--- src/rtl/pixel_scanner_pkg.sv ---
// Shared types and defaults for the pixel scanner and its downstream users.
// Provides the coordinate type and the sideband tag carried alongside each ray.
package pixel_scanner_pkg;

    localparam int H_RES_DEFAULT   = 800;
    localparam int V_RES_DEFAULT   = 600;
    localparam int RAY_GEN_LATENCY = 4;

    typedef logic [9:0] pixel_coord_t;

    typedef struct packed {
        logic         valid;
        pixel_coord_t x;
        pixel_coord_t y;
        logic         first;
        logic         last;
        logic         eof;
    } ray_tag_t;

endpackage

--- src/rtl/pixel_scanner_if.sv ---
// Scanner output bundle: sample request to the ray generator and the
// latency-matched tag presented alongside the generated ray.
interface pixel_scanner_if;
    import pixel_scanner_pkg::*;

    pixel_coord_t pixel_x;
    pixel_coord_t pixel_y;
    logic         pix_valid;
    logic         tag_valid;
    pixel_coord_t tag_x;
    pixel_coord_t tag_y;
    logic         tag_first;
    logic         tag_last;
    logic         frame_done;

    modport master (
        output pixel_x, pixel_y, pix_valid,
        output tag_valid, tag_x, tag_y, tag_first, tag_last, frame_done
    );

    modport slave (
        input pixel_x, pixel_y, pix_valid,
        input tag_valid, tag_x, tag_y, tag_first, tag_last, frame_done
    );
endinterface

--- src/rtl/stall_delay_line.sv ---
// Enable-gated shift register of DEPTH stages for an arbitrary payload type.
// Holds all stages while en is low; async active-low reset clears every stage.
module stall_delay_line #(
    parameter int  DEPTH = 4,
    parameter type T     = logic
) (
    input  logic clk,
    input  logic rst_n,
    input  logic en,
    input  T     din,
    output T     dout
);

    T stage [DEPTH];

    always_ff @(posedge clk or negedge rst_n) begin
        if (!rst_n) begin
            for (int i = 0; i < DEPTH; i++) stage[i] <= '0;
        end else if (en) begin
            stage[0] <= din;
            for (int i = 1; i < DEPTH; i++) stage[i] <= stage[i-1];
        end
    end

    assign dout = stage[DEPTH-1];

endmodule

--- src/rtl/pixel_scanner.sv ---
// Raster-order frame sequencer feeding the ray generator, with a stall-aware
// tag delay line. Define PIXEL_SCANNER_LOOP_EN for continuous back-to-back frames.
//
//   state    | meaning
//   ---------+-----------------------------------------------------------
//   ST_IDLE  | waiting for start; counters at zero
//   ST_SCAN  | issuing one sample per enabled cycle in raster order
//   ST_DRAIN | flushing RAY_LATENCY cycles so the final tag reaches output
module pixel_scanner
    import pixel_scanner_pkg::*;
#(
    parameter int H_RES             = H_RES_DEFAULT,
    parameter int V_RES             = V_RES_DEFAULT,
    parameter int SAMPLES_PER_PIXEL = 4,
    parameter int RAY_LATENCY       = RAY_GEN_LATENCY
) (
    input  logic            clk,
    input  logic            rst_n,
    input  logic            stall,
    input  logic            start,
    output logic            busy,
    pixel_scanner_if.master scan
);

    localparam int SW = (SAMPLES_PER_PIXEL > 1) ? $clog2(SAMPLES_PER_PIXEL) : 1;
    localparam int DW = (RAY_LATENCY > 1) ? $clog2(RAY_LATENCY) : 1;

    localparam logic [SW-1:0] S_LAST = SW'(SAMPLES_PER_PIXEL - 1);
    localparam pixel_coord_t  X_LAST = pixel_coord_t'(H_RES - 1);
    localparam pixel_coord_t  Y_LAST = pixel_coord_t'(V_RES - 1);
    localparam logic [DW-1:0] D_LOAD = DW'(RAY_LATENCY - 1);

    localparam logic [1:0] ST_IDLE  = 2'd0;
    localparam logic [1:0] ST_SCAN  = 2'd1;
    localparam logic [1:0] ST_DRAIN = 2'd2;

    logic [1:0]    state;
    logic [SW-1:0] s_cnt;
    pixel_coord_t  x_cnt;
    pixel_coord_t  y_cnt;
    logic [DW-1:0] drain_cnt;

    logic     en;
    logic     s_wrap;
    logic     x_wrap;
    logic     frame_end;
    ray_tag_t tag_in;
    ray_tag_t tag_out;

    assign en        = ~stall;
    assign s_wrap    = (s_cnt == S_LAST);
    assign x_wrap    = s_wrap && (x_cnt == X_LAST);
    assign frame_end = x_wrap && (y_cnt == Y_LAST);

    always_ff @(posedge clk or negedge rst_n) begin
        if (!rst_n) begin
            state     <= ST_IDLE;
            s_cnt     <= '0;
            x_cnt     <= '0;
            y_cnt     <= '0;
            drain_cnt <= '0;
        end else if (en) begin
            case (state)
                ST_IDLE: begin
                    if (start) begin
                        state <= ST_SCAN;
                        s_cnt <= '0;
                        x_cnt <= '0;
                        y_cnt <= '0;
                    end
                end
                ST_SCAN: begin
                    if (frame_end) begin
                        s_cnt <= '0;
                        x_cnt <= '0;
                        y_cnt <= '0;
`ifdef PIXEL_SCANNER_LOOP_EN
                        state <= ST_SCAN;
`else
                        state     <= ST_DRAIN;
                        drain_cnt <= D_LOAD;
`endif
                    end else if (x_wrap) begin
                        s_cnt <= '0;
                        x_cnt <= '0;
                        y_cnt <= y_cnt + 10'd1;
                    end else if (s_wrap) begin
                        s_cnt <= '0;
                        x_cnt <= x_cnt + 10'd1;
                    end else begin
                        s_cnt <= s_cnt + SW'(1);
                    end
                end
                ST_DRAIN: begin
                    // Terminal count marks the cycle the final tag is presented.
                    if (drain_cnt == '0) state <= ST_IDLE;
                    else                 drain_cnt <= drain_cnt - DW'(1);
                end
                default: state <= ST_IDLE;
            endcase
        end
    end

    always_comb begin
        tag_in = '0;
        if (state == ST_SCAN) begin
            tag_in.valid = 1'b1;
            tag_in.x     = x_cnt;
            tag_in.y     = y_cnt;
            tag_in.first = (s_cnt == '0);
            tag_in.last  = s_wrap;
            tag_in.eof   = frame_end;
        end
    end

    stall_delay_line #(
        .DEPTH (RAY_LATENCY),
        .T     (ray_tag_t)
    ) u_tag_dly (
        .clk   (clk),
        .rst_n (rst_n),
        .en    (en),
        .din   (tag_in),
        .dout  (tag_out)
    );

    assign busy            = (state != ST_IDLE);
    assign scan.pixel_x    = x_cnt;
    assign scan.pixel_y    = y_cnt;
    assign scan.pix_valid  = (state == ST_SCAN);
    assign scan.tag_valid  = tag_out.valid;
    assign scan.tag_x      = tag_out.x;
    assign scan.tag_y      = tag_out.y;
    assign scan.tag_first  = tag_out.first;
    assign scan.tag_last   = tag_out.last;
    assign scan.frame_done = tag_out.valid & tag_out.eof;

endmodule

--- src/flat_wrapper.sv ---
// flat-port wrapper written by rule: the top's interface ports become plain ports
module pixel_scanner_flat import pixel_scanner_pkg::*;
#(
    parameter int H_RES             = H_RES_DEFAULT,
    parameter int V_RES             = V_RES_DEFAULT,
    parameter int SAMPLES_PER_PIXEL = 4,
    parameter int RAY_LATENCY       = RAY_GEN_LATENCY
)
  (clk, rst_n, stall, start, busy, scan_pixel_x, scan_pixel_y, scan_pix_valid, scan_tag_valid, scan_tag_x, scan_tag_y, scan_tag_first, scan_tag_last, scan_frame_done);
  pixel_scanner_if scan_i ();
  input  logic clk;
  input  logic rst_n;
  input  logic stall;
  input  logic start;
  output logic busy;
  output wire logic [$bits(scan_i.pixel_x)-1:0] scan_pixel_x;
  output wire logic [$bits(scan_i.pixel_y)-1:0] scan_pixel_y;
  output wire logic [$bits(scan_i.pix_valid)-1:0] scan_pix_valid;
  output wire logic [$bits(scan_i.tag_valid)-1:0] scan_tag_valid;
  output wire logic [$bits(scan_i.tag_x)-1:0] scan_tag_x;
  output wire logic [$bits(scan_i.tag_y)-1:0] scan_tag_y;
  output wire logic [$bits(scan_i.tag_first)-1:0] scan_tag_first;
  output wire logic [$bits(scan_i.tag_last)-1:0] scan_tag_last;
  output wire logic [$bits(scan_i.frame_done)-1:0] scan_frame_done;
  assign scan_pixel_x = scan_i.pixel_x;
  assign scan_pixel_y = scan_i.pixel_y;
  assign scan_pix_valid = scan_i.pix_valid;
  assign scan_tag_valid = scan_i.tag_valid;
  assign scan_tag_x = scan_i.tag_x;
  assign scan_tag_y = scan_i.tag_y;
  assign scan_tag_first = scan_i.tag_first;
  assign scan_tag_last = scan_i.tag_last;
  assign scan_frame_done = scan_i.frame_done;
  pixel_scanner #(.H_RES(H_RES), .V_RES(V_RES), .SAMPLES_PER_PIXEL(SAMPLES_PER_PIXEL), .RAY_LATENCY(RAY_LATENCY)) u_core (.clk(clk), .rst_n(rst_n), .stall(stall), .start(start), .busy(busy), .scan(scan_i));
endmodule
--- config.mk ---
export PLATFORM = sky130hd
export DESIGN_NAME = pixel_scanner_flat
export DESIGN_NICKNAME = d
export VERILOG_FILES = /design/src/rtl/pixel_scanner_pkg.sv /design/src/rtl/pixel_scanner_if.sv /design/src/rtl/stall_delay_line.sv /design/src/rtl/pixel_scanner.sv /design/src/flat_wrapper.sv
export SDC_FILE = /design/constraint.sdc
export NUM_CORES = 1
export LEC_CHECK = 0
export CAP_MARGIN = 20
export CORE_MARGIN = 2
export CORE_UTILIZATION = 40
export DETAILED_ROUTE_END_ITERATION = 16
export SETUP_SLACK_MARGIN = 0.15
export SYNTH_ARGS = -nofsm -noshare
export SYNTH_HDL_FRONTEND = slang
export SYNTH_HIERARCHICAL = 1
export SYNTH_SLANG_ARGS = --single-unit
export TNS_END_PERCENT = 100
--- constraint.sdc ---
create_clock -name clk -period 2 [get_ports clk]
set_clock_uncertainty 0.05 [all_clocks]
set_input_delay 0.4 -clock clk [delete_from_list [all_inputs] [get_ports clk]]
set_output_delay 0.4 -clock clk [all_outputs]
set_load 0.01 [all_outputs]
# After elaboration in Yosys (flattened, before gate mapping)
# Index checks and enable logic that the tools add are counted.
# classes
addsub,4
multipliers,0
div_mod_pow,0
magnitude_cmp,0
eq_ne,11
shifts,0
n_mux,21
bitwise,2
reduce_logical,13
# ops
cell,n
$mux 10,6
$pmux 10 s2,2
$mux 24,1
$add 10x1->10 const B,2
$eq 10x10->1 const B,2
$mux 2,9
$reduce_and 4->1,4
$pmux 2 s2,2
$logic_not 2->1,3
$pmux 2 s3,1
$reduce_bool 2->1,3
$eq 2x2->1 const B,2
$ne 2x1->1 const B,2
$ne 2x2->1 const B,2
$ne 4x1->1 const B,1
$ne 3x1->1 const B,1
$reduce_and 3->1,1
$add 2x1->2 const B,1
$eq 2x1->1 const B,1
$logic_and 1x1->1,2
$sub 2x1->2 const B,1
$and 1x1->1,1
$not 1->1,1
# totals
ff_bits,122
latch_bits,0
ram_bits,0
romBits,0
output_inout_bits,46
elab_cells,80
n_memories,0

# Logic depth before layout (Yosys ltp)
# Gate-level depths: netlist of run 1.
# logic_depth
ltp_word,5
ltp_mapped,7
mapped_depth_nobuf,6

# By module
# The synthesis of run 1 kept the hierarchy.
# modules_own_cells
module,instances,cells_each,area_each_um2
stall_delay_line,1,227,3945.0
pixel_scanner,1,199,1769.2

# Worst setup path after synthesis of run 1
# OpenSTA, ideal clock, no wires.
# synth_path
path_type,register -> register
start,"register u_core.y_cnt[0], in the netlist u_core/scan.pixel_y[0]"
end,"register u_core.y_cnt[3], in the netlist u_core/scan.pixel_y[3]"
setup_time_ns,0.136
t_arrival_ns,1.546
required_time_ns,1.814
slack_ns,0.268
path_stages_with_launch,7
path_buffers,1
path_cell_list,dfrtp_1 > ha_1 > nor4bb_1 > nand4b_1 > buf_2 > o2111ai_1 > o211ai_1
# synth_between
elab_chain_cells,4
word_cells_on_any_way,8
cone_classes,add/sub: 1; eq/ne: 2; mux: 3; reduce/logical: 2
# synth_lines
element,line_no,text
from (decl),pixel_scanner.sv:40,pixel_coord_t y_cnt;
from (signal assigned),pixel_scanner.sv:86,y_cnt <= y_cnt + 10'd1;
$add 10x1->10 / $eq 10x10->1 (equally long branches),"pixel_scanner.sv:86, pixel_scanner.sv:53",
$mux 10 / $logic_and 1x1->1 (equally long branches),"pixel_scanner.sv:83, pixel_scanner.sv:53",
$mux 10 / $ne 3x1->1 (equally long branches),-,
$pmux 10 s2 / $reduce_and 4->1 (equally long branches),-,
# Parallel ways exist; a longest one is shown, timed or not. The select of a mux whose other input is x is not followed.
# A chain may end at the register's enable or synchronous reset.

# Final worst setup path of run 1
# layout_path
start,"register u_core.x_cnt[7], in the netlist u_core/scan.pixel_x[7]"
end,"register u_core.y_cnt[2], in the netlist u_core/scan.pixel_y[2]"
# layout_between
elab_chain_cells,5
word_cells_on_any_way,7
cone_classes,eq/ne: 2; mux: 2; reduce/logical: 3
# layout_lines
element,line_no,text
from (decl),pixel_scanner.sv:39,pixel_coord_t x_cnt;
from (signal assigned),pixel_scanner.sv:89,x_cnt <= x_cnt + 10'd1;
$eq 10x10->1 *,pixel_scanner.sv:52,assign x_wrap = s_wrap && (x_cnt == X_LAST);
$logic_and 1x1->1 *,pixel_scanner.sv:52,
$logic_and 1x1->1,pixel_scanner.sv:53,assign frame_end = x_wrap && (y_cnt == Y_LAST);
$ne 3x1->1 (no source line) / $mux 10 (equally long branches),-,
$reduce_and 4->1 (no source line) / $pmux 10 s2 (equally long branches),-,
# Every way passes the cells marked *; elsewhere a longest branch is shown, timed or not.

==> results of run 1 <==
-- critical path: cells and delay by family (launching register included) --
kind                   cells  cell delay, ps
AO/OA/AOI/OAI              3             540
flip-flops                 1             380
buffers and inverters      2             360
AND/OR/NAND/NOR            1             350
-- cell usage after synthesis (5+ instances only) --
cell / instances / area, um^2
dfrtp_1: 122 / 3050
nor2_1: 11 / 41.3
and2_1: 25 / 156
nand2_1: 14 / 52.6
or2_2: 5 / 31.3
inv_1: 8 / 30.0
and3_1: 5 / 31.3
buf_4: 26 / 195
a21oi_1: 6 / 30.0
buf_2: 8 / 40.0
mux2_2: 56 / 631
nand3_1: 9 / 45.0
ha_1: 5 / 62.6
o21ai_0: 18 / 90.1
mux2_4: 41 / 616
-- registers in the layout, indices dropped and copies added, names as in the netlist --
register / flops
u_core/drain_cnt: 2
u_core/scan.pixel_y: 10
u_core/state: 2
u_core/scan.pixel_x: 10
u_core/s_cnt: 2
u_core/u_tag_dly/dout: 24
u_core/u_tag_dly/stage: 72
-- logic make-up after synthesis --
group,share of synthesized area [%]
compound gates,5.76
mux,21.8
simple gates,9.88
buf+inv,7.42
flops,53.4
xor+xnor,0.613
fa+ha+maj,1.09
-- report_power, final --
part | internal, W | leakage [nW] | switching, W
clock | 0.00229 | 0.321 | 0.00111
combinational | 0.000572 | 1.39 | 0.000423
sequential | 0.00275 | 1.49 | 0.000159
total | 0.00561 | 3.21 | 0.00169
-- per-stage QoR --
step | utilization [%] | hold slack [ps]
5_1_grt | 51.3 | 396
3_5_place_dp | 45.4 | 283
3_3_place_gp | 45.4 | 277
2_1_floorplan | - | 54.4
6_report | 51.3 | 386
4_1_cts | 50.7 | 386
-- routing by layer --
layer	vias to the layer above	global-route usage [%]	part of all wire [%]
met5	-	0	0
met4	0	5.89	1.6
met3	16	5.21	4.1
met2	91	24.6	49
met1	1752	20.4	45
li1	1622	-	-
-- worst max-delay path by stage --
stage / start / to / depth (start not counted)
after floorplan: u_core/scan.pixel_y[0] / u_core/scan.pixel_y[3] / 6
after global placement: stall / u_core/drain_cnt[1] / 6
after detailed placement: stall / u_core/drain_cnt[1] / 6
after CTS: u_core/scan.pixel_x[0] / u_core/state[0] / 5
after global routing: u_core/s_cnt[1] / u_core/scan.pixel_y[2] / 6
final: u_core/scan.pixel_x[7] / u_core/scan.pixel_y[2] / 6
-- cell type report --
cell class	count	area, um^2
Clock inverter	13	214
Clock buffer	19	453
Tap cell	180	225
Timing Repair Buffer	86	840
Multi-Input combinational cell	249	2320
Sequential cell	122	3070
Inverter	8	32.5
Fill cell	1187	6790
-- cell usage in the layout (no fill, tap or decap), drive strengths merged, types with 2 or more instances in the layout --
cell	n
a31oi	3
and3	5
a32o	2
inv	11
dlygate4sd2	16
clkdlybuf4s50	30
clkinv	3
o2111ai	3
nand3	11
nor4	2
o41ai	3
or3	4
nor2	12
o211ai	4
dfrtp	122
buf	38
clkbuf	20
nor3	2
or2	5
o21ai	20
xor2	4
nand2	15
and4	2
a21oi	6
mux2	97
clkinvlp	2
bufinv	5
ha	5
nand4	5
a41oi	2
and2	25
o31ai	3
-- repair_timing --
item | 4_1_cts | 5_1_grt
resized for setup | 31 | 18
endpoints found under the setup margin | 24 | 16
hold endpoints to repair | 22 | 0
pin swaps | 0 | 5
hold buffers | 1 | 0
gates cloned | 0 | 1
setup buffers | 9 | 0
==> impl_metrics.py, run 1 <==
metrics = {
    "run_status": {
        "status": "complete, no violations",
    },
    "timing": {
        "maxSlewHeadroom_pct": 74.7,
        "post-route-period-util_pct": 90.2,
        "hold_viol": 0,
        "setup_violations": 0,
        "fmax_mhz": 554,
        "worst_pin_slew_ps": 377,
        "grt_setup_unrepaired": "false",
        "min_period_ps": 1800,
        "finalMaxSlewViolations": 0,
        "tns_ps": 0,
        "setup_slack_ps": 196,
    },
    "worst_setup_path": {
        "r2r_end": "u_core/scan.pixel_y[2]",
        "slowest_delay_ps": 380,
        "setup.worst_path.start_class": "flop",
        "reg2reg_from": "u_core/scan.pixel_x[7]",
        "cp_common_cell": "buf_4",
        "arrival_ps": 2030,
        "cp_max_fo": 10,
        "worstPathRequired_ps": 2220,
        "r2r_setup_slack_ps": 200,
        "crit_chain": "buf_4 -> and4b_2 -> a31oi_2 -> buf_4 -> o31ai_1 -> o21ai_0",
        "crit_type": "reg -> reg",
        "critPathSlowestCell": "dfrtp_1",
        "r2r_cells": 6,
        "crit_path_end_kind": "flop",
    },
    "cells_and_area": {
        "fin_cells": 677,
        "fin_nets": 493,
        "syn2layout_area_growth_pct": 25.1,
        "diodes": 0,
        "design_area_um2": 7150,
        "drive_above_1_share_pct": 40.4,
    },
    "clock_tree": {
        "cts_tree": "done",
        "insertion_delay_ps": 410,
        "clk_pin_slew_ps": 60,
        "htree_levels": 4,
        "cts_root_buffer": "clkbuf_16",
        "cts.sink_count": 122,
        "cts_buffers": 17,
        "cts_buffer_depth": 2,
    },
    "yosys": {
        "synth-edff-count": 0,
        "synthFlopType": "dfrtp_1",
        "mappedNetlistArea_um2": 5710,
        "async_reset_ff_share_pct": 100,
        "synth_nets": 435,
        "ys_seq_area_share_pct": 53.4,
        "avgSynthCellArea_um2": 13.4,
        "yosys_warnings": 6,
        "synthCells": 426,
        "yosysUniqueCellTypes": 50,
        "synth_seq_cells": 122,
    },
    "floorplanning": {
        "core_um2": 13900,
        "die_area_um2": 15300,
        "start_util_pct": 41.0,
        "row_count": 43,
        "die-height_um": 124,
        "ios": 50,
        "die_w_um": 124,
    },
    "detailed_routing": {
        "dr.first_iter.drc_count": 256,
        "drc": 0,
        "drtPass1Iterations": 5,
        "vias_per_cell": 5.14,
        "avgRoutedWirePerCell_um": 16.1,
        "ant_nets": 0,
        "vias": 3481,
        "routed_wl_um": 10900,
    },
    "global_routing": {
        "grt_pass1_wl_um": 18200,
        "grt_pass1_vias": 3507,
        "grt_max_degree": 45,
        "grtUsageTotal_pct": 15.8,
        "grt_overflow_total": 0,
        "antenna_found_initial": 0,
    },
    "placement": {
        "dp_slack_ps": -35.7,
        "hpwl_um": 6980,
        "port_buffers": 49,
        "dpl.cell_count": 634,
        "place_congestion": 0.838,
        "dpl_cell_area_um2": 6330,
    },
    "flow_run": {
        "drv_cap": 0,
    },
    "power_and_ir_drop": {
        "powerDensity_nw_per_um2": 1020,
        "peakVddDrop_uv": 628,
        "power_leakage_nw": 3.21,
        "power_w": 0.00730,
    },
    "hold_path": {
        "min_path_type": "in -> async",
    },
}
(Power assumes the default switching activity.)
==> run 2, diff against run 1 <==
Settings changed: HOLD_SLACK_MARGIN set to 0.1.
==> results of run 2 <==
No change in the layout: final DEF, timing and power equal those of run 1.
